## config.mk

```make
export PLATFORM = sky130hd
export DESIGN_NAME = load_store_unit
export DESIGN_NICKNAME = d
export VERILOG_FILES = /design/src/rtl/lsu_pkg.sv /design/src/rtl/lsu_align.sv /design/src/rtl/load_store_unit.sv
export SDC_FILE = /design/constraint.sdc
export NUM_CORES = 1
export LEC_CHECK = 0
export ABC_AREA = 1
export CAP_MARGIN = 20
export CELL_PAD_IN_SITES_DETAIL_PLACEMENT = 1
export CELL_PAD_IN_SITES_GLOBAL_PLACEMENT = 1
export CORE_MARGIN = 2
export CORE_UTILIZATION = 36
export CTS_BUF_LIST = sky130_fd_sc_hd__clkbuf_8
export CTS_CLUSTER_SIZE = 25
export DETAILED_ROUTE_END_ITERATION = 10
export HOLD_SLACK_MARGIN = 0.1
export PLACE_DENSITY = 0.83
export SLEW_MARGIN = 10
export SYNTH_ARGS = -nofsm -noshare
export SYNTH_HDL_FRONTEND = slang
export SYNTH_SLANG_ARGS = --single-unit
```

## constraint.sdc

```tcl
create_clock -name clk -period 5.31 [get_ports clk]
set_clock_uncertainty 0.2 [all_clocks]
set_input_delay 0.7965 -clock clk [delete_from_list [all_inputs] [get_ports clk]]
set_output_delay 0.7965 -clock clk [all_outputs]
set_load 0.01 [all_outputs]
```

## src/rtl/lsu_pkg.sv

```systemverilog
// Shared definitions for the load/store unit: funct3 encodings, FSM states and
// request legality helpers.
package lsu_pkg;

  localparam logic [2:0] F3_B  = 3'b000;
  localparam logic [2:0] F3_H  = 3'b001;
  localparam logic [2:0] F3_W  = 3'b010;
  localparam logic [2:0] F3_BU = 3'b100;
  localparam logic [2:0] F3_HU = 3'b101;

  typedef enum logic [1:0] {
    IDLE     = 2'd0,
    ACCESS   = 2'd1,
    MERGE_WR = 2'd2,
    RESP     = 2'd3
  } lsu_state_t;

  // Stores only come in B/H/W; loads add the unsigned B/H variants.
  function automatic logic f3_legal(input logic we, input logic [2:0] funct3);
    logic ok;
    case (funct3)
      F3_B, F3_H, F3_W: ok = 1'b1;
      F3_BU, F3_HU:     ok = ~we;
      default:          ok = 1'b0;
    endcase
    return ok;
  endfunction

  function automatic logic is_misaligned(input logic [2:0] funct3, input logic [1:0] offset);
    logic mis;
    case (funct3)
      F3_H, F3_HU: mis = offset[0];
      F3_W:        mis = (offset != 2'b00);
      default:     mis = 1'b0;
    endcase
    return mis;
  endfunction

endpackage

```

## src/rtl/lsu_align.sv

```systemverilog
// Combinational lane logic: extracts and extends load data, and merges
// byte/half store data into an existing memory word.
module lsu_align
  import lsu_pkg::*;
(
  input  logic [31:0] word,
  input  logic [1:0]  offset,
  input  logic [2:0]  funct3,
  input  logic [31:0] wdata,
  output logic [31:0] load_data,
  output logic [31:0] merge_data
);

  logic [31:0] byte_shift_s;
  logic [31:0] half_shift_s;
  logic [31:0] lane_mask_s;
  logic [31:0] lane_data_s;

  assign byte_shift_s = word >> {offset, 3'b000};
  assign half_shift_s = word >> {offset[1], 4'b0000};

  // Load extraction with sign or zero extension
  always_comb begin
    load_data = 32'h0000_0000;
    case (funct3)
      F3_B:    load_data = {{24{byte_shift_s[7]}}, byte_shift_s[7:0]};
      F3_H:    load_data = {{16{half_shift_s[15]}}, half_shift_s[15:0]};
      F3_W:    load_data = word;
      F3_BU:   load_data = {24'h00_0000, byte_shift_s[7:0]};
      F3_HU:   load_data = {16'h0000, half_shift_s[15:0]};
      default: load_data = 32'h0000_0000;
    endcase
  end

  // Store lane selection: replicate the data, then keep only the target lane
  always_comb begin
    lane_mask_s = 32'h0000_0000;
    lane_data_s = 32'h0000_0000;
    case (funct3)
      F3_B: begin
        lane_mask_s = 32'h0000_00FF << {offset, 3'b000};
        lane_data_s = {4{wdata[7:0]}};
      end
      F3_H: begin
        lane_mask_s = 32'h0000_FFFF << {offset[1], 4'b0000};
        lane_data_s = {2{wdata[15:0]}};
      end
      F3_W: begin
        lane_mask_s = 32'hFFFF_FFFF;
        lane_data_s = wdata;
      end
      default: begin
        lane_mask_s = 32'h0000_0000;
        lane_data_s = 32'h0000_0000;
      end
    endcase
  end

  assign merge_data = (word & ~lane_mask_s) | (lane_data_s & lane_mask_s);

endmodule

```

## src/rtl/load_store_unit.sv

```systemverilog
// Multicycle RV32I load/store unit: one request at a time, word-wide memory,
// read-modify-write for sub-word stores.
module load_store_unit
  import lsu_pkg::*;
#(
  parameter int MEM_WORDS = 32
) (
  input  logic        clk,
  input  logic        rst,
  input  logic        req_valid,
  output logic        req_ready,
  input  logic        req_we,
  input  logic [2:0]  req_funct3,
  input  logic [31:0] req_addr,
  input  logic [31:0] req_wdata,
  output logic        rsp_valid,
  output logic [31:0] rsp_rdata,
  output logic        rsp_misalign,
  output logic        rsp_fault,
  output logic        mem_we,
  output logic [31:0] mem_a,
  output logic [31:0] mem_wd,
  input  logic [31:0] mem_rd
);

  localparam logic [31:0] ADDR_LIMIT = 32'(MEM_WORDS * 4);

  lsu_state_t  state_r, state_next_s;
  logic        we_r;
  logic [2:0]  funct3_r;
  logic [31:0] addr_r, wdata_r, merge_r, rdata_r;
  logic        misalign_r, fault_r;

  logic        accept_s, req_fault_s, req_misalign_s;
  logic [31:0] align_word_s, load_data_s, merge_data_s;

  assign accept_s       = req_valid & (state_r == IDLE);
  assign req_fault_s    = ~f3_legal(req_we, req_funct3) | (req_addr >= ADDR_LIMIT);
  assign req_misalign_s = f3_legal(req_we, req_funct3) & is_misaligned(req_funct3, req_addr[1:0]);

  // Lane logic sees live memory data in ACCESS and the captured word in MERGE_WR
  always_comb begin
    if (state_r == MERGE_WR) begin
      align_word_s = merge_r;
    end else begin
      align_word_s = mem_rd;
    end
  end

  lsu_align u_align (
    .word       (align_word_s),
    .offset     (addr_r[1:0]),
    .funct3     (funct3_r),
    .wdata      (wdata_r),
    .load_data  (load_data_s),
    .merge_data (merge_data_s)
  );

  // State register
  always_ff @(posedge clk or posedge rst) begin
    if (rst) begin
      state_r <= IDLE;
    end else begin
      state_r <= state_next_s;
    end
  end

  // Next-state decode; rejected requests skip memory entirely
  always_comb begin
    state_next_s = state_r;
    case (state_r)
      IDLE: begin
        if (accept_s) begin
          if (req_fault_s | req_misalign_s) begin
            state_next_s = RESP;
          end else begin
            state_next_s = ACCESS;
          end
        end else begin
          state_next_s = IDLE;
        end
      end
      ACCESS: begin
        if (we_r && (funct3_r != F3_W)) begin
          state_next_s = MERGE_WR;
        end else begin
          state_next_s = RESP;
        end
      end
      MERGE_WR: state_next_s = RESP;
      RESP:     state_next_s = IDLE;
      default:  state_next_s = IDLE;
    endcase
  end

  // Request capture and response data; results hold until the next accept
  always_ff @(posedge clk or posedge rst) begin
    if (rst) begin
      we_r       <= 1'b0;
      funct3_r   <= 3'b000;
      addr_r     <= 32'h0000_0000;
      wdata_r    <= 32'h0000_0000;
      merge_r    <= 32'h0000_0000;
      rdata_r    <= 32'h0000_0000;
      misalign_r <= 1'b0;
      fault_r    <= 1'b0;
    end else if (accept_s) begin
      we_r       <= req_we;
      funct3_r   <= req_funct3;
      addr_r     <= req_addr;
      wdata_r    <= req_wdata;
      rdata_r    <= 32'h0000_0000;
      misalign_r <= req_misalign_s;
      fault_r    <= req_fault_s;
    end else if (state_r == ACCESS) begin
      if (we_r) begin
        merge_r <= mem_rd;
      end else begin
        rdata_r <= load_data_s;
      end
    end
  end

  // Memory strobes come from state alone so a reset kills a pending write at once
  always_comb begin
    mem_we = 1'b0;
    mem_wd = 32'h0000_0000;
    if ((state_r == ACCESS) && we_r && (funct3_r == F3_W)) begin
      mem_we = 1'b1;
      mem_wd = wdata_r;
    end else if (state_r == MERGE_WR) begin
      mem_we = 1'b1;
      mem_wd = merge_data_s;
    end else begin
      mem_we = 1'b0;
      mem_wd = 32'h0000_0000;
    end
  end

  assign mem_a        = {addr_r[31:2], 2'b00};
  assign req_ready    = (state_r == IDLE);
  assign rsp_valid    = (state_r == RESP);
  assign rsp_rdata    = rdata_r;
  assign rsp_misalign = misalign_r;
  assign rsp_fault    = fault_r;

endmodule
```

==> results of run 1 <==
-- per-layer routing --
| metal | global-route usage [%] | vias up |
|---|---|---|
| met1 | 32.7 | 4000 |
| met4 | 8.25 | 0 |
| met2 | 43.7 | 285 |
| met5 | 0 | - |
| li1 | - | 3944 |
| met3 | 5.60 | 40 |
-- final cells by class --
cell class | instances | area, µm² | area share [%]
multi-input combinational | 862 | 3900 | 36.9
timing repair buffer | 208 | 2080 | 19.7
clock buffer | 18 | 248 | 2.35
clock inverter | 12 | 178 | 1.68
sequential | 136 | 3400 | 32.2
inverter | 106 | 403 | 3.81
tap | 285 | 357 | 3.38
-- critical path, delay by kind of cell, from the launching register on --
family | cells | cell delay (ns)
buf+inv | 2 | 1.15
flops | 1 | 1.01
simple gates | 4 | 0.90
compound gates | 1 | 0.27
-- per-stage QoR --
step           cells  setup WS [ns]  power, µW  util (%)
2_1_floorplan   1184          0.674       4250         -
3_3_place_gp    1597           1.14       5570      45.2
3_5_place_dp    1597           1.11       5680      45.2
4_1_cts         1627          0.589       6670      47.1
5_1_grt         1627          0.471       7200      47.1
6_report        1627          0.517       6650      47.1
-- cells in the mapped netlist, drive strengths merged (5+ instances only) --
cell | instances | area share, %
inv | 105 | 4.9
o22ai | 5 | 0.38
mux2 | 30 | 4.1
o21ai | 55 | 3.4
buf | 58 | 4.8
nand2 | 560 | 26
nand3 | 114 | 7.2
nand3b | 5 | 0.46
a21oi | 22 | 1.5
clkbuf | 22 | 1.0
dfrtp | 136 | 42
nor2 | 56 | 2.8
-- worst min-delay path by stage --
| stage | startpoint | to | slack (ns) | cells after the start |
|---|---|---|---|---|
| final | addr_r[2] | addr_r[2] | 0.28 | 2 |
| after global routing | addr_r[19] | addr_r[19] | 0.31 | 2 |
| after CTS | addr_r[2] | addr_r[2] | 0.29 | 2 |
| after detailed placement | rsp_rdata[6] | rsp_rdata[6] | 0.27 | 2 |
| after global placement | addr_r[2] | addr_r[2] | 0.26 | 2 |
| after floorplan | addr_r[10] | addr_r[10] | 0.25 | 2 |
-- registers in the layout (all words and copies together), names as in the netlist --
name and flops:
merge_r 32, state_r 2, we_r 1, rsp_rdata 32
wdata_r 32, funct3_r 3, rsp_misalign 1, rsp_fault 1
addr_r 32
-- logic make-up (layout without fill, tap and decap cells) --
family / after synthesis / count (layout) / synth area share (%)
buffers and inverters: 186 / 344 / 10.7
DFF: 136 / 136 / 41.7
muxes: 30 / 30 / 4.14
and+or+nand+nor: 742 / 742 / 37.4
AOI/OAI and AO/OA: 84 / 84 / 5.44
adders and majority gates: 4 / 4 / 0.613
other: 1 / 2 / 0.0459
-- power by group through the flow --
stage / combinational, µW / sequential, µW / clock, µW
5_1_grt: 4290 / 1900 / 1020
3_3_place_gp: 3750 / 1820 / 0
2_1_floorplan: 2480 / 1760 / 0
4_1_cts: 3860 / 1840 / 977
3_5_place_dp: 3830 / 1850 / 0
6_report: 3850 / 1840 / 958
==> key figures, run 1 <==
Floorplanning
  – # rows: 55
  – Top-Level Pins: 204
  – Core area: between 20000 and 25000 µm²
  – Initial Util: a little over a third
  – Die Ht: 155 µm
  – Die Wd: 155 µm
  – Die area: 23900 µm²

Power
  – Psw: 3170 µW
  – Cell Pwr Density: 630 nW/µm²
  – VDD IR max: about 220 µV
  – Seq pwr share: 27.7%
  – Gate power share: 57.9%
  – Lkg Pwr: between 0.005 and 0.006 µW
  – Clock power share: 14.4%
  – Int Pwr: 3490 µW
  – Net Sw Frac: 47.6%

Route
  – Final WL: 29800 µm
  – Met2 Wirelength: 14000 µm
  – Top sig layer: met4
  – Antenna viol nets, final: 0
  – Initial DRC Count: 558
  – Vias: 8269
  – Via/cell ratio: 5.08
  – Metal-1 WL: 12800 µm
  – WL met3: around 2200 µm
  – Drt wl/cell: 18.3 µm
  – Drt pass-1 iters: 5
  – Remaining DRCs: 0

Final layout
  – Most common cell after layout, fill and taps aside: nand2_1
  – Layout cells sized above 1: 7.30%
  – Most frequent cells in the layout: nand2_1 (549), clkdlybuf4s50_1 (201), dfrtp_1 (136)
  – Final nets: 1438
  – Antenna cells: 0
  – Area grow syn2layout: 29.3%
  – Post-route cell area: 10600 µm²
  – Fillers: 2850

Timing
  – Max_slew headroom: 23.0%
  – Setup TNS: 0 ns
  – Final min period: 4.79 ns
  – Final Hold Viols: 0
  – Crit share post-route: 90.3%
  – Tightest Pin Transition: 1.15 ns
  – Final setup vio count: 0
  – Pins Over Slew Limit: 0
  – Unrepaired setup endpoints after global routing: no
  – Fmax: 209 MHz
  – Final hold slack: 0.284 ns

Flow run
  – MaxCap Viol Count: 0

CTS
  – Clk_lat worst skew: 0.47 ns
  – Number of H-tree levels: 4
  – TritonCTS clock tree: yes
  – Max clock buf depth: 2
  – CTS buffer count: 17
  – Post-cts resize count: 0
  – CTS Root Buffer Type: clkbuf_8
  – Hold_buf cts: 0
  – Post-CTS Setup Bufs: 0
  – Clock sink total: approximately 140
  – Clock Pin Slew Worst Setup and Hold Paths: 0.08 ns

Min path
  – Hold WC Path Type: flip-flop to flip-flop

Placement
  – Post-DP Area: 10100 µm²
  – DP HPWL: 22000 µm
  – Number of I/O port buffers: 201
  – GP Congestion: 0.952

Logic synthesis
  – Main synth FF type: dfrtp_1
  – Syn Inst Count: 1183
  – Sequential area share after synthesis: 41.7%
  – Mapped Area: roughly 8200 µm²
  – Post-Syn Area per Cell: 6.90 µm²
  – Post-synth EDFFs: 0
  – Flip-flop and latch count after synthesis: between 100 and 150
  – Total of warnings raised by yosys: 0
  – Post-synthesis cell type count: 30
  – Ys async rst share: between 90% and 100%

Critical path
  – CP Data Arrival Time: 3.80 ns
  – Crit path top cell by count: nand2_1
  – Reg2reg end: rsp_rdata[11]
  – Worst Setup Start Kind: flip-flop
  – Worst Setup End Kind: output port
  – CP cell instances: inv_1, nand2_1, nand2_2, nand2_4, nand2_1, a21oi_1, clkdlybuf4s50_1
  – Worst setup path start: addr_r[1]
  – Setup slack, reg-to-reg: 1.99 ns
  – Classification of the worst setup path: flip-flop to output port
  – Critical Path End: mem_wd[6]
  – Slowest Stage Delay on Critical Path: 1.01 ns
  – Cells on worst reg2reg path: 12
  – Worst EP required: 4.31 ns
  – CP max FO: 21
  – R2R Path Start: state_r[0]
  – CP max-delay cell: dfrtp_1

Global route
  – GR Overflow Total: 0
  – Largest net degree at the start of global routing: 78
  – First-pass GRT wire length: 47900 µm
  – Antenna violations before repair: 0
  – Gr usage total: between 20% and 30%
  – Number of global-route vias before repair: 8842

Run status
  – Status: completed
Note: power is estimated with default switching activity, not from simulation.
==> run 2: changes to the inputs <==
--- a/config.mk
+++ b/config.mk
@@ -6,7 +6,6 @@
 export NUM_CORES = 1
 export LEC_CHECK = 0
 export ABC_AREA = 1
-export CAP_MARGIN = 20
 export CELL_PAD_IN_SITES_DETAIL_PLACEMENT = 1
 export CELL_PAD_IN_SITES_GLOBAL_PLACEMENT = 1
 export CORE_MARGIN = 2
@@ -14,6 +13,7 @@
 export CTS_BUF_LIST = sky130_fd_sc_hd__clkbuf_8
 export CTS_CLUSTER_SIZE = 25
 export DETAILED_ROUTE_END_ITERATION = 10
+export GPL_TIMING_DRIVEN = 0
 export HOLD_SLACK_MARGIN = 0.1
 export PLACE_DENSITY = 0.83
 export SLEW_MARGIN = 10
==> run 2 against run 1 <==
  * Register-to-register slack better by 0.36 ns
  * Setup slack better by 0.57 ns
  * Core utilization grew 2.0 points
  * Clock power decreased by 0.9%
  * Non-clock buffer count increased by 74
  * First-iteration DRC count is 15% lower
  * Sequential power down 3%
  * Critical endpoint is now mem_wd[14]
  * Sequential cell count did not move
  * Power up 4.5%
  * Maximum frequency increased by 13%
  * Largest power group unchanged
  * Design area is 4.2% higher
==> key figures, run 2 (synthesized netlist as in run 1, its figures left out) <==
Run status
  – Status: completed

Power
  – Gate power share: 60.5% (+2.6 points)
  – Cell Pwr Density: 632 nW/µm² (+0.29%)
  – Seq pwr share: 25.8% (-1.9 points)
  – Overall Power: 6950 µW (+4.5%)
  – Net Sw Frac: 47.2% (-0.38 points)
  – Psw: 3280 µW (+3.6%)
  – VDD IR max: 225 µV (+3.6%)
  – Int Pwr: 3670 µW (+5.2%)
  – Lkg Pwr: 0.00573 µW (+5.0%)
  – Clock power share: 13.7% (-0.7 points)

Final layout
  – Post-route cell area: 11000 µm² (+4.2%)
  – Most common cell after layout, fill and taps aside: nand2_1
  – Final Non-Filler Cells: 1703 (+4.7%)
  – Area grow syn2layout: 34.7%
  – Most frequent cells in the layout: nand2_1 (550), clkdlybuf4s50_1 (201), dfrtp_1 (136)
  – Final nets: 1512 (+5.1%)
  – Multi-input gate area: 3890 µm² (-0.13%)
  – Antenna cells: 0 (unchanged)
  – Register cell area after layout: 3400 µm² (unchanged)
  – Fillers: 2888 (+1.3%)
  – Layout cells sized above 1: 10.1% (+2.8 points)

Critical path
  – CP cell instances: inv_1, ha_1, buf_4, clkbuf_1, o21ai_0, nand3b_1, nand3_1, nand2_1, clkdlybuf4s50_1
  – Cells on worst reg2reg path: 9 (-3)
  – Worst Setup Start Kind: flip-flop
  – CP max FO: 10 (-52%)
  – Critical Path Stages: 9 (+2)
  – CP top delay family: buffers and inverters
  – CP max-delay cell: o21ai_0
  – Buf+Inv Stages, Crit Path: 4 (+2)
  – CP Data Arrival Time: 3.23 ns (-0.57 ns)
  – Worst Setup End Kind: output port
  – Classification of the worst setup path: flip-flop to output port
  – Worst EP required: 4.31 ns (about the same)
  – Slowest Stage Delay on Critical Path: 0.73 ns (-0.28 ns)

Placement
  – Post-DP Area: 10600 µm² (+4.3%)
  – Placed Cells: 1671 (+4.6%)
  – GP Congestion: 0.954 (+0.28%)
  – Dpl ws: 1.48 ns (+0.367 ns)
  – Number of I/O port buffers: 201 (unchanged)
  – DP HPWL: 24000 µm (+9.4%)

CTS
  – TritonCTS clock tree: yes
  – CTS Root Buffer Type: clkbuf_8
  – CTS buffer count: 17 (unchanged)
  – Max clock buf depth: 2 (unchanged)
  – Post-CTS Setup Bufs: 0 (unchanged)
  – Number of H-tree levels: 4 (unchanged)
  – Clock sink total: 136 (unchanged)
  – Clock Pin Slew Worst Setup and Hold Paths: 0.08 ns (about the same)
  – Clk_lat worst skew: 0.46 ns (about the same)
  – Hold_buf cts: 0 (unchanged)
  – Post-cts resize count: 0 (unchanged)

Timing
  – Unrepaired setup endpoints after global routing: no
  – Final setup vio count: 0 (unchanged)
  – Final setup margin: 1.08 ns (+0.566 ns)
  – Crit share post-route: 79.6% (-11 points)
  – Final min period: 4.23 ns (-0.566 ns)
  – Final Hold Viols: 0 (unchanged)
  – Pins Over Slew Limit: 0 (unchanged)
  – Tightest Pin Transition: 0.900 ns (-0.254 ns)
  – Max_slew headroom: 39.8% (+17 points)
  – Fmax: 237 MHz (+13%)

Route
  – WL met3: 2050 µm (-5.5%)
  – Initial DRC Count: 474 (-15%)
  – Via/cell ratio: 4.97 (-2.1%)
  – Vias: 8471 (+2.4%)
  – Final WL: 31000 µm (+3.9%)
  – Antenna viol nets, final: 0 (unchanged)
  – Drt pass-1 iters: 8 (+3)
  – Met2 Wirelength: 15100 µm (+7.7%)
  – Drt wl/cell: 18.2 µm (-0.75%)
  – Top sig layer: met4
  – Remaining DRCs: 0 (unchanged)
  – Metal-1 WL: 12900 µm (+0.64%)

Floorplanning
  – # rows: 55 (unchanged)
  – Top-Level Pins: 204 (unchanged)
  – Die Ht: 155 µm (unchanged)
  – Core area: 22400 µm² (unchanged)
  – Die Wd: 155 µm (unchanged)
  – Die area: 23900 µm² (unchanged)
  – Initial Util: 36.4% (unchanged)

Min path
  – Hold path cells: 2 (unchanged)
  – Hold WC Path Type: flip-flop to flip-flop

Global route
  – GR Overflow Total: 0 (unchanged)
  – Largest net degree at the start of global routing: 75 (-3.8%)
  – Antenna violations before repair: 0 (unchanged)
  – First-pass GRT wire length: 48600 µm (+1.4%)
  – Number of global-route vias before repair: 8905 (+0.71%)
  – Gr usage total: 26.3% (+0.59 points)

Flow run
  – MaxCap Viol Count: 0 (unchanged)
-- run 2: stage by stage --
stage / setup TNS (ns) / hold WS [ns] / util, %
after floorplan: 0 / 0.250 / -
after global placement: -199.27 / 0.261 / 47.0
after detailed placement: 0 / 0.267 / 47.1
after CTS: 0 / 0.288 / 49.0
after global routing: 0 / 0.310 / 49.0
final: 0 / 0.284 / 49.0
-- run 2: metal layers --
| metal | up-vias | global-route usage [%] |
|---|---|---|
| li1 | 4094 | - |
| met1 | 4053 | 31.5 |
| met2 | 273 | 46.0 |
| met3 | 51 | 6.70 |
| met4 | 0 | 9.17 |
| met5 | - | 0 |
-- run 2: tightest hold or removal path: stages (launching register included) --
cell and delay (ns):
dfrtp_1 0.35, nand2_1 0.05, nand2_1 0.05
-- run 2: final cells by class --
type                       count  area share [%]
clock inverter                12            1.38
multi-input combinational    862            35.4
timing repair buffer         202            18.5
sequential                   136            30.9
buffer                        80            4.32
tap                          285            3.24
clock buffer                  20            2.50
inverter                     106            3.71
-- run 2: path summary, 6_finish.rpt --
check / from / to / slack [ns]
max in group asynchronous: rst / merge_r[1] / 3.61
worst max register to register: state_r[0] / rsp_rdata[21] / 2.35
worst min-delay path: addr_r[24] / addr_r[24] / 0.28
worst max-delay path: state_r[0] / mem_wd[14] / 1.08
min in group asynchronous: rst / addr_r[28] / 0.56
worst min register to register: addr_r[24] / addr_r[24] / 0.28
-- run 2: power groups by stage --
| stage | clock network [µW] | registers (µW) | logic [µW] |
|---|---|---|---|
| final | 949 | 1790 | 4210 |
| after global routing | 1010 | 1850 | 4640 |
| after CTS | 963 | 1790 | 4210 |
| after detailed placement | 0 | 1800 | 4170 |
| after global placement | 0 | 1780 | 4070 |
| after floorplan | 0 | 1760 | 2480 |
